## src/rtl/pipeline_arith_pkg.sv

```systemverilog
// Shared constants and stage payload layout for the pipelined adder.
package pipeline_arith_pkg;

    localparam int PIPE_STAGES   = 5;
    localparam int DEFAULT_WIDTH = 8;
    localparam int DEFAULT_HALF  = DEFAULT_WIDTH / 2;

    // Payload leaving the low-half add stage at the default width.
    typedef struct packed {
        logic [DEFAULT_HALF-1:0] lo_sum;
        logic                    carry;
        logic [DEFAULT_HALF-1:0] hi_a;
        logic [DEFAULT_HALF-1:0] hi_b;
        logic                    valid;
    } stage_payload_t;

endpackage

```

## src/rtl/pipeline_arith_stage.sv

```systemverilog
// Generic pipeline register: payload plus valid, cleared asynchronously by rst.
module pipeline_arith_stage #(
    parameter int PW = 8
) (
    input  logic          clk,
    input  logic          rst,
    input  logic [PW-1:0] d,
    input  logic          valid_d,
    output logic [PW-1:0] q,
    output logic          valid_q
);

    always_ff @(posedge clk or posedge rst) begin
        if (rst) begin
            q       <= '0;
            valid_q <= 1'b0;
        end else begin
            q       <= d;
            valid_q <= valid_d;
        end
    end

endmodule

```

## src/rtl/pipeline_arith.sv

```systemverilog
// Five-stage unsigned adder split into half-width adds; one operand pair per cycle.
// Define PIPELINE_ARITH_SAT_EN to clamp overflowing sums to all-ones instead of wrapping.
module pipeline_arith
    import pipeline_arith_pkg::*;
#(
    parameter int WIDTH = DEFAULT_WIDTH
) (
    input  logic             clk,
    input  logic             rst,
    input  logic [WIDTH-1:0] a,
    input  logic [WIDTH-1:0] b,
    output logic [WIDTH-1:0] result,
    output logic             out_valid
);

    localparam int HALF = WIDTH / 2;

    typedef struct packed {
        logic [WIDTH-1:0] a;
        logic [WIDTH-1:0] b;
    } s1_t;

    // Same layout as stage_payload_t, sized by WIDTH; valid travels beside it.
    typedef struct packed {
        logic [HALF-1:0] lo_sum;
        logic            carry;
        logic [HALF-1:0] hi_a;
        logic [HALF-1:0] hi_b;
    } s2_t;

`ifdef PIPELINE_ARITH_SAT_EN
    typedef struct packed {
        logic             cout;
        logic [WIDTH-1:0] sum;
    } s3_t;
`else
    typedef struct packed {
        logic [WIDTH-1:0] sum;
    } s3_t;
`endif

    logic [PIPE_STAGES:0] valid;
    s1_t                  s1_d, s1_q;
    s2_t                  s2_d, s2_q;
    s3_t                  s3_d, s3_q;
    logic [WIDTH-1:0]     s4_d, s4_q, s5_q;
    logic [HALF:0]        lo_full;

    assign valid[0] = 1'b1;

    always_comb begin
        s1_d.a = a;
        s1_d.b = b;
    end

    assign lo_full = {1'b0, s1_q.a[HALF-1:0]} + {1'b0, s1_q.b[HALF-1:0]};

    always_comb begin
        s2_d.lo_sum = lo_full[HALF-1:0];
        s2_d.carry  = lo_full[HALF];
        s2_d.hi_a   = s1_q.a[WIDTH-1:HALF];
        s2_d.hi_b   = s1_q.b[WIDTH-1:HALF];
    end

`ifdef PIPELINE_ARITH_SAT_EN
    logic [HALF:0] hi_full;
    assign hi_full = {1'b0, s2_q.hi_a} + {1'b0, s2_q.hi_b} + (HALF+1)'(s2_q.carry);

    always_comb begin
        s3_d.cout = hi_full[HALF];
        s3_d.sum  = {hi_full[HALF-1:0], s2_q.lo_sum};
    end

    assign s4_d = s3_q.cout ? '1 : s3_q.sum;
`else
    // Carry out of the high half is dropped, giving modulo 2^WIDTH wrap.
    always_comb begin
        s3_d.sum = {s2_q.hi_a + s2_q.hi_b + HALF'(s2_q.carry), s2_q.lo_sum};
    end

    assign s4_d = s3_q.sum;
`endif

    pipeline_arith_stage #(.PW($bits(s1_t))) u_s1 (
        .clk(clk), .rst(rst), .d(s1_d), .valid_d(valid[0]), .q(s1_q), .valid_q(valid[1])
    );

    pipeline_arith_stage #(.PW($bits(s2_t))) u_s2 (
        .clk(clk), .rst(rst), .d(s2_d), .valid_d(valid[1]), .q(s2_q), .valid_q(valid[2])
    );

    pipeline_arith_stage #(.PW($bits(s3_t))) u_s3 (
        .clk(clk), .rst(rst), .d(s3_d), .valid_d(valid[2]), .q(s3_q), .valid_q(valid[3])
    );

    pipeline_arith_stage #(.PW(WIDTH)) u_s4 (
        .clk(clk), .rst(rst), .d(s4_d), .valid_d(valid[3]), .q(s4_q), .valid_q(valid[4])
    );

    pipeline_arith_stage #(.PW(WIDTH)) u_s5 (
        .clk(clk), .rst(rst), .d(s4_q), .valid_d(valid[4]), .q(s5_q), .valid_q(valid[5])
    );

    assign result    = s5_q;
    assign out_valid = valid[PIPE_STAGES];

endmodule

```

## config.mk

```make
export PLATFORM = sky130hd
export DESIGN_NAME = pipeline_arith
export DESIGN_NICKNAME = d
export VERILOG_FILES = /design/src/rtl/pipeline_arith_pkg.sv /design/src/rtl/pipeline_arith_stage.sv /design/src/rtl/pipeline_arith.sv
export SDC_FILE = /design/constraint.sdc
export NUM_CORES = 1
export LEC_CHECK = 0
export ABC_AREA = 1
export CORE_MARGIN = 1.5
export CORE_UTILIZATION = 50
export DETAILED_ROUTE_END_ITERATION = 16
export GPL_ROUTABILITY_DRIVEN = 0
export PLACE_DENSITY = 0.75
export SYNTH_ARGS = -nofsm -noshare
export SYNTH_HDL_FRONTEND = slang
export SYNTH_SLANG_ARGS = --single-unit
```

## constraint.sdc

```tcl
create_clock -name clk -period 2.15 [get_ports clk]
set_input_delay 0.5375 -clock clk [delete_from_list [all_inputs] [get_ports clk]]
set_output_delay 0.5375 -clock clk [all_outputs]
set_load 0.02 [all_outputs]
```

======== Yosys cells after proc, flatten, opt, wreduce, memory -nomap -nowiden ========
Index checks and enable logic that the tools add are counted.
storage, ports and cells
  output and inout bits ................... 9
  word-level logic and storage cells ...... 13
  latch bits .............................. 0
  bits in writable memories ............... 0
  input bits .............................. 18
  memory bits (read-only) ................. 0
  memories ................................ 0
  flip-flop bits (word level) ............. 58
cells by class
  shift-type cells ........................ 0
  bitwise operators ....................... 0
  equal/unequal tests ..................... 0
  multiplexer cells ....................... 0
  reduce and logical (&&, ||, !) cells .... 0
  order comparisons ....................... 0
  add/sub/neg operators ................... 3
  divide/modulo/power cells ............... 0
  $mul .................................... 0
operator list
  cell         number
  $add 4x4->5  1
  $add 4x1->4  1
  $add 4x4->4  1

======== Logic depth before layout (Yosys ltp) ========
  depth after elaboration ................. 2
  gate-level depth with buffers ........... 7
  depth with buffers taken out ............ 7

======== Cells and area by module ========
From an unflattened synthesis, not the netlist that was laid out.
unflattened totals
  cells, all modules ...................... 106
  area, all modules ....................... 1752.9 µm²
modules (own cells, without submodules)
  module                           area an instance (µm²)  times used  seq. area each (µm²)  cells an instance
  pipeline_arith_stage (u_s3 ...)  229.0                   3           225.2                 10
  pipeline_arith_stage (u_s1)      429.2                   1           425.4                 18
  pipeline_arith_stage (u_s2)      354.1                   1           350.3                 15
  pipeline_arith                   282.8                   1           0.0                   43

======== Least setup slack after synthesis ========
OpenSTA, ideal clock, no wires.
  path type ............................... register -> register
  start ................................... reg u_s2.q[0]
  end ..................................... reg u_s3.q[5]
  path buffers ............................ 0
  stages on the path, launching flop included .. 5
  library setup time ...................... 0.136 ns
  path slack .............................. 0.796 ns
  data required time ...................... 2.014 ns
  period minus slack after synthesis ...... 1.354 ns
  data arrival time ....................... 1.218 ns
  cell sequence ........................... dfrtp_1 inv_1 fa_1 inv_1 fa_1
RTL lines
  what                    RTL line                    text
  from (decl)             pipeline_arith_stage.sv:9   output logic [PW-1:0] q,
  from (signal assigned)  pipeline_arith_stage.sv:15  q <= '0;
  from (signal assigned)  pipeline_arith_stage.sv:18  q <= d;
  to (signal assigned)    pipeline_arith_stage.sv:15
  to (signal assigned)    pipeline_arith_stage.sv:18
  to (decl)               pipeline_arith_stage.sv:9

======== Worst setup path after layout ========
  start ................................... reg u_s5.q[3]
  end ..................................... out result[3]
RTL lines
  what                    RTL line                    text
  from (decl)             pipeline_arith_stage.sv:9
  from (signal assigned)  pipeline_arith_stage.sv:15
  from (signal assigned)  pipeline_arith_stage.sv:18
  to (decl)               pipeline_arith.sv:12        output logic [WIDTH-1:0] result,
No word-level cell between the ends.

==> metrics.yaml <==
critical_path:
  worstRegToRegCells: 4
  crit_family: "buffers and inverters"
  critPathArrivalTime_ns: 1.28
  critical_path_cell_count: 1
  crit_type: "flop to primary output"
  r2r_end: "u_s3.q[5]"
  cpMaxStageDelayCell: "clkdlybuf4s50_1"
  cp_max_fo: 1
  worstPathRequired_ns: 1.61
  worst_path_largest_cell_delay_ns: 0.59
  worstPathCellList: "clkdlybuf4s50_1"
  setup.worst_path.end_class: "primary output"
  r2r_start: "u_s2.q[0]"
  worstSetupStartpointType: "flop"
  reg2reg_slack_ns: 0.70
  startpoint: "u_s5.q[3]"
  worst-path-buf-inv: 1
sta:
  finalSetupViolations: 0
  rsz0062_at_grt: "false"
  finalHoldViolations: 0
  tns_ns: 0
  period_share: 0.8472
  fmax_ghz: 0.5490
  fin_hold_ws_ns: 0.3464
  finalMaxSlewViolations: 0
  fin_crit_ns: 1.822
  skew_ns: 0.009831
power_and_ir_drop:
  power_leakage_uw: 0.001059
  pwr-share-clk: 0.346
  p_switching_uw: 477.8
  finalPower_uw: 2205
  ir_drop_v: 0.0004872
  p_comb_frac: 0.093
  p_per_area_nw_per_um2: 992.9
  p_int_uw: 1727
  seq_power_share: 0.560
  swShare: 0.2167
grt:
  grt-ovfl-total: 0
  grt_pass1_vias: 885
  track_usage: 0.1476
  grt_max_degree: 38
  grt_pass1_wl_um: 3629
  grt_antenna_before_repair: 0
layout:
  register_area_sq_um: 1451
  diodes: 0
  nNetsFinal: 167
  drive_above_1_share: 0.1103
  nFillCells: 231
  multi_input_comb_area_sq_um: 237.7
  syn2layout_area_growth_pct: 27.51
  instances_no_fill: 191
floorplan:
  rows: 21
  die_area_sq_um: 3846
  num_io_pins: 27
  core-area_sq_um: 3337
  die_w_um: 62.02
  start_util: 0.5219
  dieHeight_um: 62.02
worst_hold_path:
  hold_depth: 0
  hold_end: "u_s3.q[3]"
  hold_start: "u_s2.q[12]"
  hold_path_class: "flop to flop"
clock_network:
  ctsResizeCount: 0
  clkTransAtPathRegs_ns: 0.09
  cts.sinks: 58
  ctsHoldBuffers: 0
  cts_root_buf: "clkbuf_4"
  numCtsBuffers: 9
  cts_buffer_depth: 2
  h-tree-depth: 3
  cts_tree: "done"
  clkLatencyLatePin_ns: 0.36
  cts_setup_buffers: 0
routing:
  vias: 836
  ant_nets: 0
  drc_errors: 0
  dr.pass1.iters: 4
  wirelength_um: 2111
  drt-vias-per-instance: 4.377
  drt-initial-drc-count: 10
  wl_per_cell_um: 11.05
placement:
  dp_hpwl_um: 1332
  dp.cells: 175
  io_buffers: 26
synth:
  syn_area_sq_um: 1742
  syn_inst: 102
  seq_area_frac_synth: 0.8333
  syn_area_per_cell_sq_um: 17.08
  synth-seq-cells: 58
  syn_nets: 129
  synth_cell_types: 12
  yosysWarnings: 0
flow_run:
  drv_cap: 0
outcome:
  status: "finished clean"
state kept, by name, summed over array words and instances (netlist names):
| register | count |
|---|---|
| u_s1.q | 16 |
| u_s2.q | 13 |
| u_s3.q | 8 |
| u_s4.q | 8 |
| u_s5.q | 8 |
| u_s1.valid_q | 1 |
| u_s2.valid_q | 1 |
| u_s3.valid_q | 1 |
| u_s4.valid_q | 1 |
| u_s5.valid_q | 1 |
area by class of cell:
class	count	share of cell area
clock buffers	14	0.04789
multi-input cells	30	0.1070
inverters	14	0.02366
flip-flops and latches	58	0.6535
clock inverters	2	0.01577
well taps	46	0.02592
repair buffers	27	0.1262
how the worst max path moves through the flow:
stage                end  slack [ns]
2_1_floorplan  u_s1.q[0]        0.18
3_3_place_gp   result[1]        0.72
3_5_place_dp   u_s1.q[9]        0.67
4_1_cts        result[6]        0.29
5_1_grt        result[5]        0.22
6_report       result[3]        0.33
cells by family after synthesis:
group | count (synthesis) | share of synthesized area
adders and majority gates | 9 | 0.07759
buffers and inverters | 14 | 0.03017
DFF | 58 | 0.8333
AOI/OAI and AO/OA | 4 | 0.01365
xor gates and xnor gates | 2 | 0.01006
and+or+nand+nor | 14 | 0.03305
other | 1 | 0.002153
power groups by stage:
stage	Sequential [uW]	Clock, uW	Combinational [uW]
2_1_floorplan	1290	0	66.4
3_3_place_gp	1250	0	198
3_5_place_dp	1260	0	206
4_1_cts	1240	787	210
5_1_grt	1250	847	231
6_report	1240	764	206
Yosys cell counts:
| master | count | area, sq um |
|---|---|---|
| dfrtp_1 | 58 | 1451 |
| xnor2_1 | 1 | 8.760 |
| a21oi_1 | 2 | 10.01 |
| xor2_1 | 1 | 8.760 |
| nand2_1 | 10 | 37.54 |
| o21ai_0 | 1 | 5.000 |
| ha_1 | 6 | 75.07 |
| conb_1 | 1 | 3.750 |
| inv_1 | 14 | 52.55 |
| a21oi_2 | 1 | 8.760 |
| nand3_1 | 4 | 20.02 |
| fa_1 | 3 | 60.06 |
cells in the final DEF (no fill, tap or decap), drive strengths merged:
master	n
bufinv	1
dfrtp	58
a21oi	3
fa	3
clkdlybuf4s50	26
nand2	10
nand3	4
xnor2	1
ha	6
xor2	1
clkbuf	14
conb	1
o21ai	1
clkinv	1
inv	14
buf	1
per-stage QoR:
| step | setup slack (ns) | area, sq um | utilization |
|---|---|---|---|
| finish | 0.3285 | 2221 | 0.6655 |
| global route | 0.2207 | 2221 | 0.6655 |
| CTS | 0.2902 | 2221 | 0.6655 |
| detailed placement | 0.6739 | 2079 | 0.6232 |
| global placement | 0.7210 | 2079 | 0.6232 |
| floorplan | 0.1845 | 1742 | - |
per-layer routing:
metal / track usage / wire length [um]
met5: 0 / 0
met4: 0.1155 / 40
met3: 0.07660 / 142
met2: 0.2232 / 1117
met1: 0.1540 / 811
No activity file was read; power rests on OpenSTA's default activity.
